File: src/rtl/uart_rx_ctrl.sv
// UART receive sequencer: start detect, edge/bit counters, phase enables and
// the per-frame data_valid / frame_err verdict pulse.
module uart_rx_ctrl (
   input  logic       CLK,
   input  logic       RST,
   input  logic       RX_IN,
   input  logic       PAR_EN,
   input  logic [5:0] Prescale,
   input  logic       strt_glitch,
   input  logic       par_err,
   input  logic       stp_err,
   output logic [4:0] edge_cnt,
   output logic [3:0] bit_cnt,
   output logic       dat_samp_en,
   output logic       strt_chk_en,
   output logic       deser_en,
   output logic       par_chk_en,
   output logic       stp_chk_en,
   output logic       data_valid,
   output logic       frame_err
);

   typedef enum logic [2:0] {
      IDLE   = 3'd0,
      START  = 3'd1,
      DATA   = 3'd2,
      PARITY = 3'd3,
      STOP   = 3'd4
   } state_t;

   state_t     state;
   logic [5:0] p_lat;
   logic       par_flag;
   logic       bit_end;

   function automatic logic [5:0] clamp_p(input logic [5:0] v);
      if (v < 6'd4)
         return 6'd4;
      else if (v > 6'd32)
         return 6'd32;
      else
         return v;
   endfunction

   // Checkers are registered one cycle ahead, so their flags are consumed here.
   assign bit_end = (state != IDLE) && ({1'b0, edge_cnt} == (p_lat - 6'd1));

   assign dat_samp_en = (state != IDLE);
   assign strt_chk_en = (state == START);
   assign deser_en    = (state == DATA);
   assign par_chk_en  = (state == PARITY);
   assign stp_chk_en  = (state == STOP);

   always_ff @(posedge CLK) begin
      if (RST) begin
         state      <= IDLE;
         edge_cnt   <= 5'd0;
         bit_cnt    <= 4'd0;
         data_valid <= 1'b0;
         frame_err  <= 1'b0;
         par_flag   <= 1'b0;
         p_lat      <= 6'd32;
      end else begin
         data_valid <= 1'b0;
         frame_err  <= 1'b0;
         if (state == IDLE) begin
            edge_cnt <= 5'd0;
            bit_cnt  <= 4'd0;
            if (!RX_IN) begin
               state <= START;
               p_lat <= clamp_p(Prescale);
            end
         end else if (!bit_end) begin
            edge_cnt <= edge_cnt + 5'd1;
         end else begin
            edge_cnt <= 5'd0;
            bit_cnt  <= bit_cnt + 4'd1;
            case (state)
               START: begin
                  if (strt_glitch) begin
                     state   <= IDLE;
                     bit_cnt <= 4'd0;
                  end else begin
                     state <= DATA;
                  end
               end
               DATA: begin
                  if (bit_cnt == 4'd8)
                     state <= PAR_EN ? PARITY : STOP;
               end
               PARITY: begin
                  par_flag <= par_err;
                  state    <= STOP;
               end
               STOP: begin
                  if (!stp_err && !par_flag)
                     data_valid <= 1'b1;
                  else
                     frame_err <= 1'b1;
                  state    <= IDLE;
                  bit_cnt  <= 4'd0;
                  par_flag <= 1'b0;
               end
               default: state <= IDLE;
            endcase
         end
      end
   end

endmodule
File: config.mk
export PLATFORM = sky130hd
export DESIGN_NAME = uart_rx_ctrl
export DESIGN_NICKNAME = d
export VERILOG_FILES = /design/src/rtl/uart_rx_ctrl.sv
export SDC_FILE = /design/constraint.sdc
export NUM_CORES = 1
export LEC_CHECK = 0
export ABC_AREA = 0
export BUFFER_PORTS_ARGS = -buffer_cell sky130_fd_sc_hd__buf_4
export CELL_PAD_IN_SITES_DETAIL_PLACEMENT = 1
export CELL_PAD_IN_SITES_GLOBAL_PLACEMENT = 1
export CORE_ASPECT_RATIO = 0.8
export CORE_MARGIN = 2
export CORE_UTILIZATION = 35
export DETAILED_ROUTE_END_ITERATION = 7
export PLACE_DENSITY_LB_ADDON = 0.08
export SLEW_MARGIN = 20
export SYNTH_ARGS = -nofsm -noshare
export SYNTH_HDL_FRONTEND = slang
export SYNTH_SLANG_ARGS = --single-unit
File: constraint.sdc
create_clock -name CLK -period 3.8 [get_ports CLK]
set_input_delay 0.57 -clock CLK [delete_from_list [all_inputs] [get_ports CLK]]
set_output_delay 0.57 -clock CLK [all_outputs]
set_load 0.05 [all_outputs]
Yosys cells after proc, flatten, opt, wreduce, memory -nomap -nowiden
Cells that the tools add are included.
{ "word_totals": {"reg_bits": 21, "latchBits": 0, "mem_bits_rw": 0, "romBits": 0, "inputBits": 13, "output_inout_bits": 16, "elab_cells": 52, "memories": 0} }
{ "op_classes": {"add_sub_neg": 3, "mul": 0, "div_mod_pow": 0, "magnitude_cmp": 2, "eq_ne": 8, "shift": 0, "muxes": 14, "n_bitwise": 4, "n_reduce_logical": 14} }
{ "op_table": {"columns": ["cell", "count"], "rows": [
  ["$mux 3", 5],
  ["$mux 6", 2],
  ["$pmux 3 s3", 1],
  ["$pmux 4 s2", 1],
  ["$eq 3x2->1 const B", 2],
  ["$eq 5x6->1", 1],
  ["$gt 6x6->1 const B", 1],
  ["$lt 6x3->1 const B", 1],
  ["$reduce_and 3->1", 2],
  ["$sub 6x1->6 const B", 1],
  ["$add 5x1->5 const B", 1],
  ["$add 4x1->4 const B", 1],
  ["$eq 4x4->1 const B", 1],
  ["$mux 4", 1],
  ["$not 1->1", 4],
  ["$reduce_bool 2->1", 2],
  ["$reduce_or 4->1", 1],
  ["$eq 3x1->1 const B", 1],
  ["$eq 3x3->1 const B", 1],
  ["$logic_not 3->1", 1],
  ["$ne 3x1->1 const B", 1],
  ["$reduce_bool 3->1", 1],
  ["$reduce_or 3->1", 1],
  ["$logic_and 1x1->1", 2],
  ["7 further kinds", 9]
]} }

Depth between registers and ports, before layout
Gate-level depths: netlist of run 1.
{ "logic_depth": {"word_depth": 5, "mapped_depth": 9, "depth_no_buf": 8} }

Least setup slack after synthesis of run 1
No wires, ideal clock.
{ "synth_path": {"path_type": "register to register", "startpoint": "reg state[1]", "endpoint": "reg state[0]", "setup_time_ps": 130, "arrival_time_ps": 2078, "path_slack_ps": 1592, "path_stages_with_launch": 7, "path_buffers": 0, "period_less_slack_ps": 2208, "path_cell_list": "dfxtp_1 -> inv_2 -> nor3_1 -> o21a_1 -> nor2_1 -> o211ai_1 -> o32ai_1"} }
{ "synth_via": {"elab_chain_cells": 4} }
{ "synth_lines": {"columns": ["item", "line_no", "source"], "rows": [
  ["start: declaration", "31", "state_t state;"],
  ["start signal: assignment", "89", "state <= PAR_EN ? PARITY : STOP;"],
  ["$eq 3x2->1 (*)", null, null],
  ["via deser_en", "16", "output logic deser_en,"],
  ["$pmux 3 s3", "78", "case (state)"],
  ["$mux 3", "73", "end else if (!bit_end) begin"],
  ["$mux 3", "66", "if (state == IDLE) begin"]
]} }
The timed path passes the listed nets; every way through them passes the cells marked *. The select of a mux whose other input is x is not followed.
A chain may end at the register's enable or synchronous reset.

Worst setup path in the final report of run 1
{ "layout_path": {"startpoint": "reg p_lat[0]", "endpoint": "reg bit_cnt[3]"} }
{ "layout_via": {"elab_chain_cells": 3} }
{ "layout_lines": {"columns": ["item", "line_no", "source"], "rows": [
  ["start: declaration", "32", "logic [5:0] p_lat;"],
  ["start signal: assignment", "71", "p_lat <= clamp_p(Prescale);"],
  ["$sub 6x1->6", "46", "assign bit_end = (state != IDLE) && ({1'b0, edge_cnt} == (p_lat - 6'd1));"],
  ["$eq 5x6->1", "46", null],
  ["$logic_and 1x1->1", "46", null],
  ["end signal: assignment", "77", "bit_cnt <= bit_cnt + 4'd1;"],
  ["end: declaration", "13", "output logic [3:0] bit_cnt,"]
]} }
No other way between the ends.

==> run metrics, run 1 <==
most common cell after layout, fill and taps aside nor2_1; Lkg Pwr 0.579 nW; routability cong. 0.827; initial core utilization 0.366; CP required 4.00 ns; mapped cell area 1130 um^2; met1 usage 0.223; Clock transition at path regs 0.08 ns; largest net degree at the start of global routing 17; Clk Latency, worst-skew pair 0.26 ns; first-pass GRT wire length 4400 um; Starting DRT DRC Count 59; global route overflow 0; Pwr Density 338 nW/um^2; Fin Setup TNS 0 ns; Final Instance Area 1410 um^2; area grow syn2layout 24.7%; Primary FF master, synth dfxtp_1; post-cts gate resize count 0; clock buffer depth 2; placed cell area 1360 um^2; CTS H-Tree Depth 1; Setup Buffers After CTS 0; non-filler cells, final 207; Pins Over Slew Limit 0; Chip Width 67.5 um; Netlist cell types 38; critical path class register to register; Worst slew margin 0.728; HPWL after detailed placement 2170 um; Post-synth EDFFs 0; Hold Vio Cnt, Final 0; CTS root buf clkbuf_8; Setup crit start kind register; most frequent cells in the layout nor2_1, buf_4, dfxtp_1; final WL 2750 um; Critical Path Sink Type register; CTS Sinks 21; I/O pin count 29; CORE AREA 3090 um^2; Worst Hold Class primary input to register; syn_nets 157; fmax 0.450 GHz; num rows 18; cts hold-fix bufs 0; outcome finished, final reports clean; Synth async-reset ratio 0; VDD IR max 0.000193 V; Seq cells post-synth 21; GRT met2 Usage 0.245; placed cell count 203; Avg Inst Size Synth 8.06 um^2; Die Ht 54.8 um; layout cell share with drive strength beyond 1 0.228; final setup vio count 0; CP arrival 2.42 ns; wire length per cell 13.3 um; Period Utilization, post-route 0.584; unrepaired setup endpoints after global routing false; Cells after Synth 140; Vias 1,053; Worst Max-Slew Pin Slew 0.408 ns; MaxCap Viol Count 0; vias per std cell 5.09; CTS tree done; Residual DRC 0; crit path max fanout 8; leading area contributor after synthesis dfxtp_1; final net count 185; fin util 0.456; synth top area cells dfxtp_1, nor2_1, a21oi_1; sequential share of the synthesized area 0.373; most used routing layer met2; die area 3700 um^2; grt met3 use 0.0473; All-Layer GR Usage 0.159; crit path time final 2.22 ns; Inserted Diodes 0; I/O Buffers 28; drt pass-1 iters 4; Warnings, synthesis 0; Num CTS Buffers 3; antenna violations before repair 0; area share of the largest cell type after synthesis 0.373; vias in the first global route 951; Final Skew 0.00458 ns; Antenna Nets Post-Route 0
-- synth_stat cells (3+ instances only) --
cell type and number:
nand2b_1 3, inv_1 8, dfxtp_1 21, xor2_1 4, xnor2_1 6, a21oi_1 11, nand2_1 5, nand3_1 6
nor3_1 8, ha_1 4, o21ai_0 4, clkbuf_1 3, nor2_1 29
-- report_power, final --
part / total [mW] / internal [mW] / switching [mW]
Clock: 0.147 / 0.0730 / 0.0742
Combinational: 0.0925 / 0.0370 / 0.0554
Sequential: 0.235 / 0.226 / 0.00900
-- per-stage QoR --
step | worst slack [ns] | hold WS [ns] | total power, mW
2_1_floorplan | 1.59 | 0.414 | 0.303
3_3_place_gp | 1.68 | 0.447 | 0.331
3_5_place_dp | 1.59 | 0.459 | 0.334
4_1_cts | 1.57 | 0.462 | 0.486
5_1_grt | 1.40 | 0.467 | 0.504
6_report | 1.58 | 0.470 | 0.475
-- worst paths after layout --
check	start	endpoint	slack, ns	cells past startpoint
setup / recovery	p_lat[0]	bit_cnt[3]	1.58	8
hold / removal	stp_err	data_valid	0.47	2
setup reg to reg	p_lat[0]	bit_cnt[3]	1.58	8
hold reg to reg	par_flag	data_valid	0.47	1
-- critical path: stages, from the launching register on --
cell and delay [ns]:
dfxtp_1 0.40, inv_1 0.07, ha_1 0.25, nor2_1 0.10, nor2_1 0.06, a221oi_2 0.33
o2111ai_2 0.26, or4_1 0.55, a21oi_1 0.15
-- cell families after synthesis --
family,after synthesis,share of synthesized area
muxes,1,0.00887
DFF,21,0.373
adders and majority gates,4,0.0443
xor gates and xnor gates,10,0.0776
AOI/OAI and AO/OA,28,0.173
and+or+nand+nor,62,0.269
buffers and inverters,14,0.0543
-- state kept, by name (all words and copies together) (netlist names) --
name and cells:
state 3, data_valid 1, edge_cnt 5, frame_err 1
par_flag 1, p_lat 6, bit_cnt 4
-- area by class of cell --
class,instances,area (um^2)
clock buffers,3,41.3
clock inverters,1,5.00
flip-flops and latches,21,420
fillers,375,1680
well taps,40,50.0
multi-input cells,105,647
inverters,9,33.8
repair buffers,28,210
-- routing by layer --
layer,wire length [um],vias to the layer above
li1,-,535
met1,1400,489
met2,1170,27
met3,164,2
met4,8,0
met5,0,-
Power figures use the tool's default switching activity.
==> run 2: changes to the inputs <==
- clock period: 3.8 -> 2.1 ns (I/O delays scaled with it)
==> run 2 against run 1 <==
Effect of this change: clock power grew 81%; global-route usage grew 1.7 points; maximum frequency grew 14%; register-to-register slack lost 1.4 ns; non-clock buffer count grew 3; design area grew 3.9%; clock skew shrank 0.0013 ns; sequential share of layout area shrank 0.70 points.
==> run metrics, run 2 (same netlist as run 1, synthesis figures left out) <==
Lkg Pwr 0.601 nW; Inserted Diodes 0; Pins Over Slew Limit 0; final WL 2870 um; MaxCap Viol Count 0; non-filler cells, final 210; CTS H-Tree Depth 1; placed cell count 206; HPWL after detailed placement 2280 um; CTS Sinks 21; Clk Latency, worst-skew pair 0.26 ns; area grow syn2layout 29.6%; cts hold-fix bufs 0; Clock Power Share 0.308; Final Skew 0.00327 ns; most common cell after layout, fill and taps aside buf_4; most flop-heavy register p_lat; Largest regs p_lat x6, edge_cnt x5, bit_cnt x4; Worst slew margin 0.745; CP arrival 2.15 ns; outcome finished, final reports clean; Vias 1,067; most frequent CP cell or4_1; I/O pin count 29; routability cong. 0.787; drt pass-1 iters 4; clock buffer depth 2; global route overflow 0; first-pass GRT wire length 4690 um; Setup crit start kind register; critical path class register to register; CP Cell Sequence or4_1, nor2_2, xnor2_2, o2111ai_2, or4_1, a21oi_1; CTS root buf clkbuf_8; Die Ht 54.8 um; Critical Path Sink Type register; Worst Hold Class primary input to register; CORE AREA 3090 um^2; num rows 18; wire length per cell 13.7 um; Starting DRT DRC Count 42; antenna violations before repair 0; layout cell share with drive strength beyond 1 0.271; Setup Buffers After CTS 0; total power 0.866 mW; Hold Vio Cnt, Final 0; P_sw 0.250 mW; crit-path leading delay family simple AND/OR/NAND/NOR gates; VDD IR max 0.000398 V; Chip Width 67.5 um; Antenna Nets Post-Route 0; vias per std cell 5.08; post-place setup slack -0.0113 ns; die area 3700 um^2; Residual DRC 0; fmax 0.512 GHz; P_int 0.617 mW; final setup vio count 0; CTS tree done; combinational fraction of design power 0.203; Clock transition at path regs 0.08 ns; Num CTS Buffers 3; Seq pwr share 0.490; largest net degree at the start of global routing 17; Worst Max-Slew Pin Slew 0.380 ns; most frequent cells in the layout buf_4, nor2_1, dfxtp_1; max reg flops 6; critical path's slowest cell or4_1; I/O Buffers 28; fraction of power spent switching nets 0.288; vias in the first global route 1,045; fin util 0.474; All-Layer GR Usage 0.176; CP required 2.29 ns; Max stage delay on crit path 0.53 ns; final net count 188; Critical path buffers and inverters 0; Period Utilization, post-route 0.930; Pwr Density 592 nW/um^2; crit path time final 1.95 ns; unrepaired setup endpoints after global routing false; initial core utilization 0.366; crit path max fanout 5; Worst Slack Setup Final 0.147 ns
## run 2: area by class of cell
type / count / area, um^2
timing repair buffer: 31 / 245
inverter: 9 / 33.8
fill: 383 / 1620
tap: 40 / 50.0
sequential: 21 / 427
clock buffer: 4 / 45.0
multi-input combinational: 105 / 662
## run 2: repair_timing
item,4_1_cts,5_1_grt
gates resized for setup,1,4
endpoints found under the setup margin,1,5
pin swaps,0,5
## run 2: routing by layer
| layer | GRT usage | wire (um) | vias up |
|---|---|---|---|
| met5 | 0 | 0 | - |
| met4 | 0.0918 | 46 | 0 |
| met3 | 0.0494 | 157 | 4 |
| met2 | 0.283 | 1280 | 23 |
| met1 | 0.216 | 1390 | 497 |
| li1 | - | - | 543 |
## run 2: power by group through the flow
stage / combinational, mW / clock, mW / sequential (mW)
2_1_floorplan: 0.110 / 0 / 0.439
3_3_place_gp: 0.168 / 0 / 0.434
3_5_place_dp: 0.172 / 0 / 0.434
4_1_cts: 0.172 / 0.275 / 0.425
5_1_grt: 0.195 / 0.297 / 0.427
6_report: 0.176 / 0.266 / 0.424
## run 2: stage by stage
stage                     cell area (um^2)  hold WS (ns)  TNS [ns]
final                                 1460         0.218         0
after global routing                  1460         0.205         0
after CTS                             1450         0.216         0
after detailed placement              1400         0.439   -0.0113
after global placement                1400         0.443         0
after floorplan                       1130         0.392         0
## run 2: final timing paths
kind                                   end     start  slack [ns]  cells after the start
worst max-delay path            bit_cnt[3]  p_lat[0]        0.15                      6
worst min-delay path            data_valid   stp_err        0.22                      2
worst max register to register  bit_cnt[3]  p_lat[0]        0.15                      6
worst min register to register  data_valid  par_flag        0.45                      1
==> run 3: changes to the inputs <==
- CORE_MARGIN: 2 -> 8
==> run 3 against run 2 <==
Effect of this change: worst hold slack better by 0.0068 ns; flip-flop and latch count did not move; critical path type unchanged; clock skew increased by 0.00061 ns; largest cell class unchanged; clock power fell by 2%; maximum frequency increased by 0.73%; sequential share of layout area is 0.32 points lower; die area is 44% higher; setup slack improved by 0.014 ns; non-clock buffer count stayed put.
==> run metrics, run 3 (same netlist as run 1, synthesis figures left out) <==
outcome finished, final reports clean; Setup crit start kind register; final setup vio count 0; crit path max fanout 5; num rows 18; All-Layer GR Usage 0.115; final WL 3100 um; VDD IR max 0.000429 V; non-filler cells, final 210; first-pass GRT wire length 4970 um; Period Utilization, post-route 0.923; initial core utilization 0.366; most common cell after layout, fill and taps aside buf_4; Lkg Pwr 0.604 nW; critical path class register to register; I/O pin count 29; Residual DRC 0; Critical Path Sink Type register; Inserted Diodes 0; Clock transition at path regs 0.08 ns; CP arrival 2.13 ns; antenna violations before repair 0; Starting DRT DRC Count 41; CTS H-Tree Depth 1; Final Skew 0.00387 ns; cts hold-fix bufs 0; drt pass-1 iters 4; die area 5310 um^2; unrepaired setup endpoints after global routing false; Pins Over Slew Limit 0; max reg flops 6; Final Instance Area 1480 um^2; layout cell share with drive strength beyond 1 0.288; Antenna Nets Post-Route 0; routability cong. 0.842; Clk Latency, worst-skew pair 0.26 ns; CTS Sinks 21; total power 0.870 mW; CTS tree done; Num CTS Buffers 3; final net count 188; vias in the first global route 1,118; CORE AREA 3090 um^2; area grow syn2layout 31.0%; Die Ht 66.8 um; Fin Setup TNS 0 ns; clock buffer depth 2; Pwr Density 588 nW/um^2; MaxCap Viol Count 0; Worst Hold Class primary input to register; fin util 0.479; Chip Width 79.5 um; Vias 1,073; most frequent cells in the layout buf_4, nor2_1, dfxtp_1; fillers 374; global route overflow 0; placed cell area 1400 um^2; Largest regs p_lat x6, edge_cnt x5, bit_cnt x4; vias per std cell 5.11; fmax 0.516 GHz; crit path time final 1.94 ns; Worst slew margin 0.734; largest net degree at the start of global routing 17; Hold Vio Cnt, Final 0; Worst Max-Slew Pin Slew 0.396 ns; CP required 2.29 ns; most flop-heavy register p_lat; I/O Buffers 28; CTS root buf clkbuf_8; placed cell count 206; HPWL after detailed placement 2440 um; wire length per cell 14.8 um
[run 3: cell types whose count changed in the layout (fill, tap and decap cells not counted)]
cell and change:
nor2_2 -1, or4_4 +2, a21oi_1 -1, nor2_4 +1, a21oi_2 +1, or4_1 -2
[run 3: path summary, 6_finish.rpt]
path | from | end | slack [ns] | cells after the start
min reg2reg | par_flag | data_valid | 0.45 | 1
max | p_lat[0] | bit_cnt[3] | 0.16 | 6
min | stp_err | data_valid | 0.23 | 2
max reg2reg | p_lat[0] | bit_cnt[3] | 0.16 | 6
[run 3: through the flow]
stage | setup WS, ns | hold slack (ns)
floorplan | 0.0165 | 0.392
global placement | 0.0928 | 0.443
detailed placement | 0.0101 | 0.443
CTS | 0.0385 | 0.218
global route | 0.0951 | 0.213
finish | 0.161 | 0.225
[run 3: cell type report]
class,count,area [um^2],share of cell area
tap,40,50.0,0.0338
inverter,9,33.8,0.0228
clock buffer,4,45.0,0.0305
timing repair buffer,31,245,0.166
sequential,21,427,0.288
multi-input combinational,105,678,0.459
[run 3: layer usage]
metal	vias up	track usage	share of wire
met5	-	0	0
met4	0	0.0207	0.0042
met3	2	0.0376	0.043
met2	20	0.196	0.46
met1	508	0.138	0.50
li1	543	-	-
[run 3: worst max-delay path: stages, from the launching register on]
cell and delay (ns):
dfxtp_4 0.37, or4_4 0.54, nor2_4 0.13, xnor2_2 0.13
o2111ai_2 0.13, or4_4 0.43, a21oi_2 0.14
[run 3: report_power, final]
part           total [mW]  internal (mW)  switching (mW)
clock               0.262          0.135           0.127
combinational       0.182         0.0761           0.106
sequential          0.426          0.409          0.0170
total               0.870          0.620           0.250
[run 3: timing repair]
item | 4_1_cts | 5_1_grt
hold endpoints to repair | 0 | 0
resized for setup | 1 | 8
pin swaps | 0 | 3
buffers inserted | 0 | 0
endpoints found under the setup margin | 1 | 1
